`src/rtl/pipe_pkg.sv`:
```
// Shared pipeline types and constants for the fetch-side control logic.
package pipe_pkg;

  localparam int XLEN_DEFAULT = 32;
  localparam int INSTR_BYTES  = 4;

  typedef enum logic [1:0] {
    BOOT    = 2'd0,
    FETCH   = 2'd1,
    WAIT    = 2'd2,
    DISCARD = 2'd3
  } pc_state_e;

endpackage

```
`src/rtl/redirect_arbiter.sv`:
```
// Combinational priority select of fetch redirects: trap, then aligned branch,
// then misaligned branch (rerouted to the trap vector). Zero latency, no backpressure.
module redirect_arbiter
  import pipe_pkg::*;
#(
  parameter int XLEN = XLEN_DEFAULT
) (
  input  logic            trap,
  input  logic [XLEN-1:0] trap_vector,
  input  logic            br_taken,
  input  logic [XLEN-1:0] br_target,
  output logic            redir,
  output logic [XLEN-1:0] target,
  output logic            misalign
);

  logic [XLEN-1:0] trap_base;

  // mtvec low bits are mode bits, never part of the handler address
  assign trap_base = trap_vector & ~XLEN'(INSTR_BYTES - 1);

  always_comb begin
    redir    = trap | br_taken;
    target   = trap_base;
    misalign = 1'b0;
    if (!trap && br_taken) begin
      if (br_target[1:0] == 2'b00) begin
        target = br_target;
      end else begin
        misalign = 1'b1;
      end
    end
  end

endmodule

```
`src/rtl/pc_sequencer.sv`:
```
// Next-PC controller: combinational pc_next_o, owns imem request and IF/ID, ID/EX flushes.
// Zero-cycle decision; imem stalls hold the PC in WAIT, stale words after a redirect are dropped in DISCARD.
module pc_sequencer
  import pipe_pkg::*;
#(
  parameter int              XLEN         = XLEN_DEFAULT,
  parameter logic [XLEN-1:0] RESET_VECTOR = '0,
  parameter int              BOOT_CYCLES  = 2
) (
  input  logic            clk,
  input  logic            rst,
  input  logic [XLEN-1:0] pc_cur_i,
  input  logic            stall_i,
  input  logic            br_taken_i,
  input  logic [XLEN-1:0] br_target_i,
  input  logic            trap_i,
  input  logic [XLEN-1:0] trap_vector_i,
  input  logic            imem_ready_i,
  output logic [XLEN-1:0] pc_next_o,
  output logic            imem_req_o,
  output logic            if_valid_o,
  output logic            if_id_flush_o,
  output logic            id_ex_flush_o,
  output logic            misalign_o,
  output logic [1:0]      state_o
);

  pc_state_e       state;
  pc_state_e       state_nxt;
  logic [3:0]      boot_cnt;
  logic            redir;
  logic [XLEN-1:0] redir_target;
  logic            redir_misalign;

  redirect_arbiter #(
    .XLEN(XLEN)
  ) u_redirect_arbiter (
    .trap        (trap_i),
    .trap_vector (trap_vector_i),
    .br_taken    (br_taken_i),
    .br_target   (br_target_i),
    .redir       (redir),
    .target      (redir_target),
    .misalign    (redir_misalign)
  );

  always_ff @(posedge clk or posedge rst) begin
    if (rst) begin
      state    <= BOOT;
      boot_cnt <= 4'(BOOT_CYCLES);
    end else begin
      state <= state_nxt;
      if (state == BOOT && boot_cnt != 4'd0) begin
        boot_cnt <= boot_cnt - 4'd1;
      end
    end
  end

  always_comb begin
    state_nxt     = state;
    pc_next_o     = pc_cur_i;
    imem_req_o    = 1'b0;
    if_valid_o    = 1'b0;
    if_id_flush_o = 1'b0;
    id_ex_flush_o = 1'b0;
    misalign_o    = 1'b0;

    unique case (state)
      BOOT: begin
        pc_next_o     = RESET_VECTOR;
        if_id_flush_o = 1'b1;
        id_ex_flush_o = 1'b1;
        if (boot_cnt <= 4'd1) begin
          state_nxt = FETCH;
        end
      end

      FETCH, WAIT: begin
        imem_req_o = 1'b1;
        if (redir) begin
          pc_next_o     = redir_target;
          if_id_flush_o = 1'b1;
          id_ex_flush_o = 1'b1;
          misalign_o    = redir_misalign;
          // an unanswered request would otherwise return a wrong-path word
          state_nxt     = (state == WAIT || !imem_ready_i) ? DISCARD : FETCH;
        end else if (imem_ready_i) begin
          state_nxt = FETCH;
          if (!stall_i) begin
            if_valid_o = 1'b1;
            pc_next_o  = pc_cur_i + XLEN'(INSTR_BYTES);
          end
        end else begin
          state_nxt = WAIT;
        end
      end

      DISCARD: begin
        if (redir) begin
          pc_next_o     = redir_target;
          if_id_flush_o = 1'b1;
          id_ex_flush_o = 1'b1;
          misalign_o    = redir_misalign;
        end else if (imem_ready_i) begin
          state_nxt = FETCH;
        end
      end

      default: begin
        state_nxt = BOOT;
      end
    endcase
  end

  assign state_o = state;

endmodule

```
`config.mk`:
```
export PLATFORM = sky130hd
export DESIGN_NAME = pc_sequencer
export DESIGN_NICKNAME = d
export VERILOG_FILES = /design/src/rtl/pipe_pkg.sv /design/src/rtl/redirect_arbiter.sv /design/src/rtl/pc_sequencer.sv
export SDC_FILE = /design/constraint.sdc
export NUM_CORES = 1
export LEC_CHECK = 0
export ABC_CLOCK_PERIOD_IN_PS = 3300
export CORE_ASPECT_RATIO = 1.5
export CORE_MARGIN = 2
export CORE_UTILIZATION = 33
export CTS_BUF_LIST = sky130_fd_sc_hd__clkbuf_8
export CTS_CLUSTER_DIAMETER = 60
export DETAILED_ROUTE_END_ITERATION = 10
export HOLD_SLACK_MARGIN = 0.1
export PLACE_DENSITY = 0.8
export SLEW_MARGIN = 25
export SYNTH_ARGS = -nofsm -noshare
export SYNTH_HDL_FRONTEND = slang
export SYNTH_SLANG_ARGS = --single-unit
export TNS_END_PERCENT = 20
```
`constraint.sdc`:
```
create_clock -name clk -period 3.3 [get_ports clk]
set_clock_uncertainty 0.2 [all_clocks]
set_input_delay 0.825 -clock clk [delete_from_list [all_inputs] [get_ports clk]]
set_output_delay 0.825 -clock clk [all_outputs]
set_load 0.01 [all_outputs]
```
==> run_results.csv <==
group,metric,value,unit
clock_tree,cts_sinks,6,
detailed_routing,viasPerCell,6.533,
pwr,power_frac_seq,5.1,%
logic_synthesis,yosysUniqueCellTypes,59,
finish,final_util,83.50,%
sta,period_share,107.0,%
die,die_area,0.006659,sq mm
placement,gp_congestion,0.9951,
logic_synthesis,synth.avg_cell_area,6.197,sq um
worst_setup_path,crit_path_end_kind,"output port",
sta,worst_pin_slew,0.4979,ns
worst_setup_path,path_max_fanout,3,
finish,fin_nets,688,
die,die_w,67.30,microns
global_route,grt_max_degree,27,
logic_synthesis,syn_area,0.001983,sq mm
worst_setup_path,rr_startpoint,"state_o[0]",
pwr,switching_share,49.65,%
global_route,gr-usage-all-layers,36.81,%
run_status,status,"complete, but fails checks",
min_path,hold_end,"boot_cnt[1]",
logic_synthesis,synth_top_family_by_area,"simple AND/OR/NAND/NOR gates",
run,drv_cap,0,
sta,layout_min_cycle_time,3.530,ns
detailed_routing,first_pass_iters,7,
worst_setup_path,arrival,2.50,ns
sta,finalMaxSlewViolations,0,
pwr,peakVddDrop,0.4179,mV
detailed_routing,drc,0,
placement,portBuffers,138,
clock_tree,cts_tree,"built",
logic_synthesis,synth-compound-area-share,31.55,%
logic_synthesis,synth_top_area_share,12.49,%
pwr,cell_internal_pwr,0.8902,mW
sta,whs,0.3002,ns
logic_synthesis,seq_area_frac_synth,7.634,%
die,start_util,34.28,%
sta,rsz0062_at_grt,"yes",
clock_tree,htreeDepth,1,
global_route,grt_pass1_vias,3935,
detailed_routing,vias,4253,
worst_setup_path,rr_endpoint,"state_o[0]",
logic_synthesis,synth_edf_count,0,
detailed_routing,post_drt_wl_per_cell,22.48,microns
logic_synthesis,syn_nets,428,
sta,worst_slack,-0.2297,ns
run_status,violations,"negative setup slack",
logic_synthesis,synthTopCellsByArea,"nand2_1 12%, dfrtp_1 6.3%, a211oi_1 5.3%",
finish,drive_gt1_share,47.84,%
logic_synthesis,yosys.area_share.simple,43.15,%
sta,hold_viol_final,0,
placement,place_ws,-1.045,ns
logic_synthesis,ys_ff_latch,6,
sta,final.setup.tns,-2.683,ns
finish,diodes,0,
die,rows,34,
logic_synthesis,synthArstFlopShare,100.0,%
min_path,min_path_type,"flip-flop to flip-flop",
clock_tree,cts-root-buf,"clkbuf_8",
pwr,power.total,1.768,mW
pwr,p_comb_share,88.8,%
clock_tree,insertion_delay,0.22,ns
sta,max_freq,283.3,MHz
worst_setup_path,worst-r2r-setup-slack,1.37,ns
die,core,0.005786,sq mm
clock_tree,cts_made_buffers,3,
worst_setup_path,r2r_cells,8,
logic_synthesis,ys.flop_type,"dfrtp_1",
placement,dp_hpwl,8137,microns
worst_setup_path,required,2.27,ns
detailed_routing,wl,14630,microns
global_route,antenna_found_initial,0,
sta,slew_headroom,66.61,%
logic_synthesis,syn_inst,320,
pwr,clock_power_share,6.2,%
die,pin_count,141,
die,die_y,98.95,microns
logic_synthesis,muxShareOfSynthArea,6.183,%
logic_synthesis,synth_top_area_cell,"nand2_1",
pwr,p_leak,2.197,nW
clock_tree,clk_path_buf_depth,2,
pwr,p_per_area,366.0,mW/mm^2
min_path,hold_path_depth,2,
logic_synthesis,synthAdderAreaFrac,3.785,%
min_path,min_from,"boot_cnt[1]",
sta,setup_viol,29,
finish,fillers,319,
global_route,grt_overflow,0,
worst_setup_path,start_kind,"input pin",
finish,area_delta_synth_final,143.6,%
logic_synthesis,synth_xor_area_share,0.4416,%
detailed_routing,drtIter0Drc,634,
worst_setup_path,criticalPathCategory,"input pin to output port",
clock_tree,clkTransAtPathRegs,0.03,ns
pwr,power.switching,0.8777,mW
global_route,grt_pass1_wl,19180,microns
logic_synthesis,synth_warnings,0,
detailed_routing,ant_nets,0,
[final cells by class]
class / instances / area, sq um / share of cell area (%)
clock buffer: 3 / 41.29 / 0.8547
clock inverter: 1 / 3.754 / 0.07770
inverter: 8 / 30.03 / 0.6216
multi-input combinational: 280 / 2140 / 44.29
sequential: 6 / 151.4 / 3.134
tap: 72 / 90.09 / 1.865
timing repair buffer: 281 / 2375 / 49.16
[cell usage in the layout, fill, tap and decap left out, types with 6 or more instances in the layout]
master	count
nor2_1	18
nand2_2	6
o21ai_0	9
buf_6	28
mux2i_1	9
inv_1	9
a21oi_1	12
nand4_1	6
a211oi_1	9
buf_2	36
clkbuf_2	8
nand3_1	16
a311oi_1	7
buf_4	120
clkdlybuf4s50_1	76
nand2_1	59
nor3_1	7
and3_1	8
[per-stage QoR]
stage,area [sq um],cells
floorplan,2003,320
global placement,4209,613
detailed placement,4209,613
CTS,4531,637
global route,4831,651
finish,4831,651
[worst max-delay path, cell delays in order]
cell and delay (ns):
buf_6 0.07, and4_4 0.27, buf_6 0.13, nand4_1 0.16
buf_6 0.20, nor2_2 0.12, a311oi_1 0.13, a311oi_1 0.28
dlygate4sd2_1 0.32
[kinds of logic after synthesis]
logic type,Yosys count
AND/OR/NAND/NOR,174
AO/OA/AOI/OAI,87
buffers and inverters,34
multiplexers,12
adder cells (fa/ha/maj),6
flip-flops,6
XOR/XNOR,1
[metal layers]
layer,vias to the layer above,track usage [%],wire length (microns)
li1,1744,-,-
met1,1932,40.18,4854
met2,422,60.78,6745
met3,155,6.735,1546
met4,0,28.10,1486
met5,-,0,0
[power by group through the flow]
stage | sequential (mW) | clock, mW | combinational (mW)
2_1_floorplan | 0.0964 | 0 | 0.596
3_3_place_gp | 0.0895 | 0 | 1.47
3_5_place_dp | 0.0903 | 0 | 1.48
4_1_cts | 0.0895 | 0.111 | 1.38
5_1_grt | 0.0901 | 0.113 | 1.65
6_report | 0.0893 | 0.109 | 1.57
[state kept, by name, indices dropped and copies added (netlist names)]
| name | cells |
|---|---|
| boot_cnt | 4 |
| state_o | 2 |
[synthesized netlist by cell type (2+ instances only)]
cell       instances
nand2_1           66
nor2_1            26
nand3_1           20
clkbuf_1          17
a211oi_1          14
a21oi_1           14
nor3_1            13
o21ai_0           13
a311oi_1          12
and3_1            11
mux2i_1           10
inv_1              8
nor4_1             7
ha_1               6
nand4_1            6
a31oi_1            5
dfrtp_1            5
or3_1              5
and4_1             4
a221oi_1           3
buf_1              3
buf_2              3
o311ai_0           3
a2111oi_0          2
a21o_1             2
a32oi_1            2
mux2_2             2
nand2b_1           2
nor4b_1            2
o21bai_1           2
o221ai_1           2
o311a_1            2
or2_2              2
[worst max-delay path by stage]
stage	startpoint	end	slack (ns)	cells past startpoint
after floorplan	pc_cur_i[4]	pc_next_o[25]	-0.04	6
after global placement	pc_cur_i[4]	pc_next_o[29]	-1.03	7
after detailed placement	pc_cur_i[4]	pc_next_o[25]	-1.05	7
after CTS	pc_cur_i[7]	pc_next_o[31]	-0.23	7
after global routing	pc_cur_i[4]	pc_next_o[22]	-0.24	9
final	pc_cur_i[4]	pc_next_o[22]	-0.23	9
[repair_timing]
item / in CTS / in global routing
cloned: 1 / 0
hold buffers: 0 / 0
pin swaps: 27 / 37
setup endpoints to repair: 36 / 33
resized for setup: 282 / 89
setup buffers: 20 / 14
No activity file was read; power rests on OpenSTA's default activity.
